## src/rtl/pong_pkg.sv

```systemverilog
// rtl/pong_pkg.sv - shared pong game encodings, geometry and serve FSM states
package pong_pkg;

  // Game-state encodings driven by the top-level game FSM
  localparam logic [1:0] GS_IDLE  = 2'd0;
  localparam logic [1:0] GS_PLAY  = 2'd1;
  localparam logic [1:0] GS_SCORE = 2'd2;
  localparam logic [1:0] GS_OVER  = 2'd3;

  // Playfield geometry
  localparam int GAME_HEIGHT = 30;
  localparam int Y_MARGIN    = 2;

  // Direction encodings
  localparam logic DIR_RIGHT = 1'b1;
  localparam logic DIR_LEFT  = 1'b0;
  localparam logic DIR_DOWN  = 1'b1;
  localparam logic DIR_UP    = 1'b0;

  // Speed codes; 0 is never served
  localparam logic [1:0] SPEED_SLOW = 2'd1;
  localparam logic [1:0] SPEED_MED  = 2'd2;
  localparam logic [1:0] SPEED_FAST = 2'd3;

  // Serve FSM state encoding
  typedef logic [1:0] serve_state_t;
  localparam serve_state_t ST_IDLE  = 2'd0;
  localparam serve_state_t ST_WAIT  = 2'd1;
  localparam serve_state_t ST_OFFER = 2'd2;

  // Serve payload as offered to the ball controller
  typedef struct packed {
    logic [5:0] ball_y;
    logic       dir_x;
    logic       dir_y;
    logic [1:0] speed;
  } serve_payload_t;

  // Speed code from two random bits, clamping the unusable zero code to the slowest speed
  function automatic logic [1:0] speed_from_bits(input logic [1:0] bits);
    return (bits == 2'd0) ? SPEED_SLOW : bits;
  endfunction

endpackage

```

## src/rtl/pong_serve_ctrl_if.sv

```systemverilog
// rtl/pong_serve_ctrl_if.sv - serve payload valid/ready channel to the ball controller
interface pong_serve_ctrl_if;

  logic [5:0] ball_y;
  logic       dir_x;
  logic       dir_y;
  logic [1:0] speed;
  logic       valid;
  logic       ready;

  // Serve controller side
  modport master (
    output ball_y, dir_x, dir_y, speed, valid,
    input  ready
  );

  // Ball-motion controller side
  modport slave (
    input  ball_y, dir_x, dir_y, speed, valid,
    output ready
  );

endinterface

```

## src/rtl/pong_rand_to_row.sv

```systemverilog
// rtl/pong_rand_to_row.sv - folds a 6-bit random value into a legal start row
module pong_rand_to_row #(
  parameter int GAME_HEIGHT = 30,
  parameter int Y_MARGIN    = 2
) (
  input  logic [5:0] rand_v,
  output logic [5:0] row
);

  // Usable rows; the fold below only covers 0..63 when three spans reach 64
  localparam int ROWS = GAME_HEIGHT - 2 * Y_MARGIN;
  localparam logic [6:0] ROWS_1 = 7'(ROWS);
  localparam logic [6:0] ROWS_2 = 7'(2 * ROWS);

  logic [6:0] v_ext;
  logic [5:0] folded;

  // Modulo-ROWS by at most two conditional subtractions, then offset past the top margin
  always_comb begin
    v_ext = {1'b0, rand_v};
    if (v_ext >= ROWS_2) begin
      folded = 6'(v_ext - ROWS_2);
    end else if (v_ext >= ROWS_1) begin
      folded = 6'(v_ext - ROWS_1);
    end else begin
      folded = rand_v;
    end
    row = 6'(Y_MARGIN) + folded;
  end

endmodule

```

## src/rtl/pong_serve_ctrl.sv

```systemverilog
// rtl/pong_serve_ctrl.sv - turns an LFSR word into a delayed, handshaked ball serve
module pong_serve_ctrl #(
  parameter int          GAME_HEIGHT = pong_pkg::GAME_HEIGHT,
  parameter int          Y_MARGIN    = pong_pkg::Y_MARGIN,
  parameter int unsigned SERVE_DELAY = 25000000
) (
  input  logic                     i_Clk,
  input  logic                     i_Rst_L,
  input  logic [1:0]               i_state,
  input  logic [8:0]               i_rand,
  input  logic                     i_serve_req,
  input  logic                     i_last_winner,
  pong_serve_ctrl_if.master        srv,
  output logic                     o_busy,
  output logic [7:0]               o_serve_cnt
);

  import pong_pkg::*;

  serve_state_t   state;
  logic [31:0]    dly_cnt;
  logic           valid_q;
  logic [7:0]     serve_cnt_q;
  serve_payload_t payload_q;
  serve_payload_t payload_d;
  logic [5:0]     row_d;

  pong_rand_to_row #(
    .GAME_HEIGHT (GAME_HEIGHT),
    .Y_MARGIN    (Y_MARGIN)
  ) u_row (
    .rand_v (i_rand[8:3]),
    .row    (row_d)
  );

  // Payload as it would be captured from the current LFSR word and winner
  always_comb begin
    payload_d.ball_y = row_d;
    payload_d.dir_x  = ~i_last_winner;
    payload_d.dir_y  = i_rand[0];
    payload_d.speed  = speed_from_bits(i_rand[2:1]);
  end

  // Serve FSM: capture on request, count down the delay, offer until accepted; idle game clears
  always_ff @(posedge i_Clk or negedge i_Rst_L) begin
    if (!i_Rst_L) begin
      state       <= ST_IDLE;
      dly_cnt     <= '0;
      valid_q     <= 1'b0;
      serve_cnt_q <= '0;
      payload_q   <= '0;
    end else if (i_state == GS_IDLE) begin
      state       <= ST_IDLE;
      dly_cnt     <= '0;
      valid_q     <= 1'b0;
      serve_cnt_q <= '0;
      payload_q   <= '0;
    end else begin
      case (state)
        ST_IDLE: begin
          if (i_serve_req) begin
            payload_q <= payload_d;
            dly_cnt   <= SERVE_DELAY;
            state     <= ST_WAIT;
          end
        end
        ST_WAIT: begin
          if (dly_cnt == 32'd0) begin
            state   <= ST_OFFER;
            valid_q <= 1'b1;
          end else begin
            dly_cnt <= dly_cnt - 32'd1;
          end
        end
        ST_OFFER: begin
          if (srv.ready) begin
            valid_q <= 1'b0;
            state   <= ST_IDLE;
            if (serve_cnt_q != 8'hFF) begin
              serve_cnt_q <= serve_cnt_q + 8'd1;
            end
          end
        end
        default: begin
          state   <= ST_IDLE;
          valid_q <= 1'b0;
        end
      endcase
    end
  end

  assign srv.ball_y  = payload_q.ball_y;
  assign srv.dir_x   = payload_q.dir_x;
  assign srv.dir_y   = payload_q.dir_y;
  assign srv.speed   = payload_q.speed;
  assign srv.valid   = valid_q;
  assign o_busy      = (state != ST_IDLE);
  assign o_serve_cnt = serve_cnt_q;

endmodule
```

## src/flat_wrapper.sv

```systemverilog
// flat-port wrapper written by rule: the top's interface ports become plain ports
module pong_serve_ctrl_flat import pong_pkg::*;
#(
  parameter int          GAME_HEIGHT = pong_pkg::GAME_HEIGHT,
  parameter int          Y_MARGIN    = pong_pkg::Y_MARGIN,
  parameter int unsigned SERVE_DELAY = 25000000
)
  (i_Clk, i_Rst_L, i_state, i_rand, i_serve_req, i_last_winner, o_busy, o_serve_cnt, srv_ball_y, srv_dir_x, srv_dir_y, srv_speed, srv_valid, srv_ready);
  pong_serve_ctrl_if srv_i ();
  input  logic i_Clk;
  input  logic i_Rst_L;
  input  logic [1:0] i_state;
  input  logic [8:0] i_rand;
  input  logic i_serve_req;
  input  logic i_last_winner;
  output logic o_busy;
  output logic [7:0] o_serve_cnt;
  output wire logic [$bits(srv_i.ball_y)-1:0] srv_ball_y;
  output wire logic [$bits(srv_i.dir_x)-1:0] srv_dir_x;
  output wire logic [$bits(srv_i.dir_y)-1:0] srv_dir_y;
  output wire logic [$bits(srv_i.speed)-1:0] srv_speed;
  output wire logic [$bits(srv_i.valid)-1:0] srv_valid;
  input wire logic [$bits(srv_i.ready)-1:0] srv_ready;
  assign srv_ball_y = srv_i.ball_y;
  assign srv_dir_x = srv_i.dir_x;
  assign srv_dir_y = srv_i.dir_y;
  assign srv_speed = srv_i.speed;
  assign srv_valid = srv_i.valid;
  assign srv_i.ready = srv_ready;
  pong_serve_ctrl #(.GAME_HEIGHT(GAME_HEIGHT), .Y_MARGIN(Y_MARGIN), .SERVE_DELAY(SERVE_DELAY)) u_core (.i_Clk(i_Clk), .i_Rst_L(i_Rst_L), .i_state(i_state), .i_rand(i_rand), .i_serve_req(i_serve_req), .i_last_winner(i_last_winner), .srv(srv_i), .o_busy(o_busy), .o_serve_cnt(o_serve_cnt));
endmodule
```

## config.mk

```make
export PLATFORM = sky130hd
export DESIGN_NAME = pong_serve_ctrl_flat
export DESIGN_NICKNAME = d
export VERILOG_FILES = /design/src/rtl/pong_pkg.sv /design/src/rtl/pong_serve_ctrl_if.sv /design/src/rtl/pong_rand_to_row.sv /design/src/rtl/pong_serve_ctrl.sv /design/src/flat_wrapper.sv
export SDC_FILE = /design/constraint.sdc
export NUM_CORES = 1
export LEC_CHECK = 0
export CAP_MARGIN = 40
export CORE_UTILIZATION = 30
export CTS_CLUSTER_DIAMETER = 80
export DETAILED_ROUTE_END_ITERATION = 8
export PLACE_DENSITY = 0.58
export SYNTH_ARGS = -nofsm -noshare
export SYNTH_HDL_FRONTEND = slang
export SYNTH_HIERARCHICAL = 1
export SYNTH_SLANG_ARGS = --single-unit
```

## constraint.sdc

```tcl
create_clock -name i_Clk -period 5.3 [get_ports i_Clk]
set_input_delay 1.06 -clock i_Clk [delete_from_list [all_inputs] [get_ports i_Clk]]
set_output_delay 1.06 -clock i_Clk [all_outputs]
set_load 0.005 [all_outputs]
```

==> results list <==
- The first detailed-routing pass ran for 5 iterations.
- In the routed design, unresolved DRC markers number 0.
* Number of sinks driven by the clock tree: 53
- Area of the core: 0.0105 mm2
- Sequential area share after synthesis: 0.404
- Routability-driven placement finished with a final weighted congestion of between 0.8 and 0.9.
- Run status: finished clean
- The worst hold path begins at u_core/dly_cnt[31].
- Starting Density: 0.314
* TritonCTS clock tree: done
* Worst IR Drop VDD: 0.122 mV
* Setup repair after global routing missed its margin: no
* Power per Cell Area: 300 mW/mm2
- Vias per Instance: 5.50
- No sink is reached through more buffers than the 2 on the longest clock path.
* Number of buffers added to fix hold violations after cts: 0
- Critical path data required time: 5.54 ns
* DRT iter0 DRCs: 179
- Diode insertion count for antenna repair: 0
- For the worst-skew pair, the clock arrives at the later sink with an insertion delay of roughly 0.32 ns.
- Top cells by count, synth: sky130_fd_sc_hd__dfrtp_1 (53), sky130_fd_sc_hd__nand2_1 (45), sky130_fd_sc_hd__nor2_1 (35), sky130_fd_sc_hd__a21oi_1 (26), sky130_fd_sc_hd__a31oi_1 (19)
- Highest-delay cell along the critical path: sky130_fd_sc_hd__clkdlybuf4s50_1
* DP HPWL: 5430 um
- # rows: 37
- Leakage dissipation: 1.60 nW
- Of the cells placed in the final design, the portion with a size suffix greater than 1 is 0.0993.
- Overflow after GRT: 0
- First-pass GRT wire length: 13,700 um
- Timing analysis after detailed placement gives a worst setup slack of 1.71 ns.
* Final layout net count: between 400 and 500
- Worst-path clk slew: 0.10 ns
- By area the synthesized netlist is led by sky130_fd_sc_hd__dfrtp_1 (40%), sky130_fd_sc_hd__nand2_1 (5.1%), sky130_fd_sc_hd__nor2_1 (4.0%).
* Routed Antenna Nets: 0
- Worst-case hold slack: 0.493 ns
- Max capacitance violation total: 0
- Of the available clock period, the critical path in the final layout requires 0.620.
- Tot GR Track Use: 0.148
* Largest stage delay on the critical path: around 0.57 ns
* Main flop type after synthesis: sky130_fd_sc_hd__dfrtp_1
- STA classifies the critical path endpoint as a flip-flop.
- The count of final hold-check violations is 0.
- Share of async-settable or async-resettable flops after synthesis: 1.00
* Inserted Clock Buffers: 5
- The die covers 0.0114 mm2.
* EDFF count, synth: 0
- Start-to-end type of the worst setup path: primary input to flip-flop
- A synthesized cell averages 8.79 um2.
- Entering global routing, the biggest net connects 54 pins.
- Total wirelength of the detailed-routed design: 7990 um
- Vias in the first global route: 2,830
- The root buffer cell chosen for the clock tree is sky130_fd_sc_hd__clkbuf_8.
- The H-tree generated during clock tree synthesis spans 2 levels.
- The number of antenna violations at the first check in global routing was 0.
- Summed over all instances, the cell type with the most area after synthesis is sky130_fd_sc_hd__dfrtp_1.
* Number of synthesis warnings: 6
- Worst Hold Class: flip-flop to flip-flop
* Top-count cell post-synth: sky130_fd_sc_hd__dfrtp_1
* Start point of the critical path: i_rand[5]
- STA classifies the critical path startpoint as a primary input.
- In this run, distinct cell masters in the synthesized netlist total 63.
* Final number of max-transition violations: 0
- Based on the critical path, the design can be clocked at up to between 300 and 400 MHz.
* Number of port buffers: 35
- In this run the tightest slew margin relative to its limit is 0.356.
- From left edge to right edge, the die measures roughly 110 um.
- After technology mapping, the gate count stands at 374.
* Cell area after technology mapping: approximately 0.0033 mm2
- Count of cells resized by post-cts repair: 0
* Worst clock skew on the final layout: approximately 0.0096 ns
- Post-CTS timing repair inserted 0 buffers for setup.
* Cells traversed along the worst timing path: clkdlybuf4s50_1 > inv_1 > ha_1 > a21o_1 > a21oi_1 > nor2_1 > xnor2_1 > inv_1 > ha_1 > nand3_1 > xor2_1 > nand2_1 > a21oi_1
* Final setup violating endpoints: 0
* Vertical extent of the die: between 100 and 150 um
* Launch instance of the worst register-to-register path: u_core/dly_cnt[1]
- The number of nets handed over by synthesis was 398.
* Time the worst path needs with I/O delays and setup: ~3.3 ns
- For the pin with the worst max-slew slack, the measured transition is between 0.9 and 1 ns.
- Across all setup checks in the final design, the least slack found is 2.02 ns.
- Average routed wire per standard cell: roughly 15 um
* Number of top-level pins: 36
- Setup TNS: 0 ns
- Area Overhead vs Synth: 17.2%
- Area share of the largest cell type after synthesis: 0.404
- Arrival time of data at the critical path endpoint: 3.53 ns
- Critical Path Fanout Max: 6
* Vias: 2,967
* Seq cells post-synth: 53
[state kept, by name, indices dropped and copies added (netlist names)]
register / cells
u_core/o_serve_cnt: 8
u_core/dly_cnt: 32
u_core/srv.dir_y: 1
u_core/state: 2
u_core/srv.speed: 2
u_core/srv.ball_y: 6
u_core/srv.valid: 1
u_core/srv.dir_x: 1
[worst paths after layout]
check,to,slack (ns),cells after the start
setup / recovery,u_core/srv.ball_y[5],2.02,13
hold / removal,u_core/dly_cnt[31],0.49,1
setup reg to reg,u_core/dly_cnt[0],2.29,7
hold reg to reg,u_core/dly_cnt[31],0.49,1
max in group asynchronous,u_core/srv.dir_y,3.98,2
min in group asynchronous,u_core/dly_cnt[20],0.87,2
[through the flow]
| step | util | area (um2) | std cells | power, mW |
|---|---|---|---|---|
| 2_1_floorplan | - | 3290 | 374 | 0.792 |
| 3_3_place_gp | 0.358 | 3750 | 530 | 0.901 |
| 3_5_place_dp | 0.359 | 3750 | 531 | 0.911 |
| 4_1_cts | 0.368 | 3850 | 539 | 1.17 |
| 5_1_grt | 0.368 | 3850 | 539 | 1.24 |
| 6_report | 0.368 | 3850 | 539 | 1.16 |
[kinds of logic (layout without fill, tap and decap cells)]
kind of cell | after synthesis | in the layout | share of synthesized area
AOI/OAI and AO/OA | 104 | 104 | 0.216
DFF | 53 | 53 | 0.404
and+or+nand+nor | 156 | 156 | 0.256
buffers and inverters | 36 | 65 | 0.0461
muxes | 5 | 5 | 0.0156
adders and majority gates | 8 | 8 | 0.0305
xor gates and xnor gates | 12 | 12 | 0.0320
[placed cells by master (no fill, tap or decap), types with 3 or more instances in the layout]
master                            synthesis  routed
sky130_fd_sc_hd__clkbuf_8                 0       5
sky130_fd_sc_hd__a31oi_1                 19      19
sky130_fd_sc_hd__a21o_1                   4       4
sky130_fd_sc_hd__dfrtp_1                 53      53
sky130_fd_sc_hd__o21ai_0                 16      15
sky130_fd_sc_hd__inv_1                   17      17
sky130_fd_sc_hd__a21oi_1                 26      26
sky130_fd_sc_hd__or2_2                    6       6
sky130_fd_sc_hd__buf_4                    1       5
sky130_fd_sc_hd__or4_1                    4       4
sky130_fd_sc_hd__nand2b_1                 6       6
sky130_fd_sc_hd__xor2_1                   9       9
sky130_fd_sc_hd__xnor2_1                  3       3
sky130_fd_sc_hd__and3_1                   4       4
sky130_fd_sc_hd__ha_1                     8       8
sky130_fd_sc_hd__a211oi_1                 4       4
sky130_fd_sc_hd__nand4_1                  5       5
sky130_fd_sc_hd__clkdlybuf4s50_1          0      34
sky130_fd_sc_hd__nand2_1                 45      45
sky130_fd_sc_hd__mux2i_1                  4       4
sky130_fd_sc_hd__or3_1                    8       8
sky130_fd_sc_hd__nor2_1                  35      34
sky130_fd_sc_hd__nand3_1                  8       8
sky130_fd_sc_hd__o31ai_1                  6       6
sky130_fd_sc_hd__a311oi_1                 7       7
sky130_fd_sc_hd__nor3_1                  11      11
sky130_fd_sc_hd__nor4_1                   7       7
[routing by layer]
layer | vias up | wire length (um) | GRT usage
met5 | - | 0 | 0
li1 | 1425 | - | -
met4 | 0 | 82 | 0.0372
met3 | 6 | 416 | 0.0316
met1 | 1459 | 3900 | 0.207
met2 | 77 | 3590 | 0.232
[power breakdown]
| group | leakage, nW | switching (mW) | internal [mW] |
|---|---|---|---|
| combinational | 0.856 | 0.205 | 0.153 |
| clock | 0.0506 | 0.150 | 0.0992 |
| sequential | 0.697 | 0.0857 | 0.464 |
| total | 1.60 | 0.441 | 0.717 |
[worst max-delay path, delay by kind of cell]
kind	cells	cell delay [ns]
buf+inv	3	0.77
compound gates	3	0.62
fa+ha+maj	2	0.45
xor+xnor	2	0.34
simple gates	3	0.26
[layout make-up]
class / count / area [um2]
clock buffers: 5 / 68.8
clock inverters: 3 / 28.8
fillers: 1100 / 6610
inverters: 17 / 63.8
multi-input cells: 285 / 1810
flip-flops and latches: 53 / 1330
well taps: 136 / 170
repair buffers: 40 / 383
No activity file was read; power rests on OpenSTA's default activity.
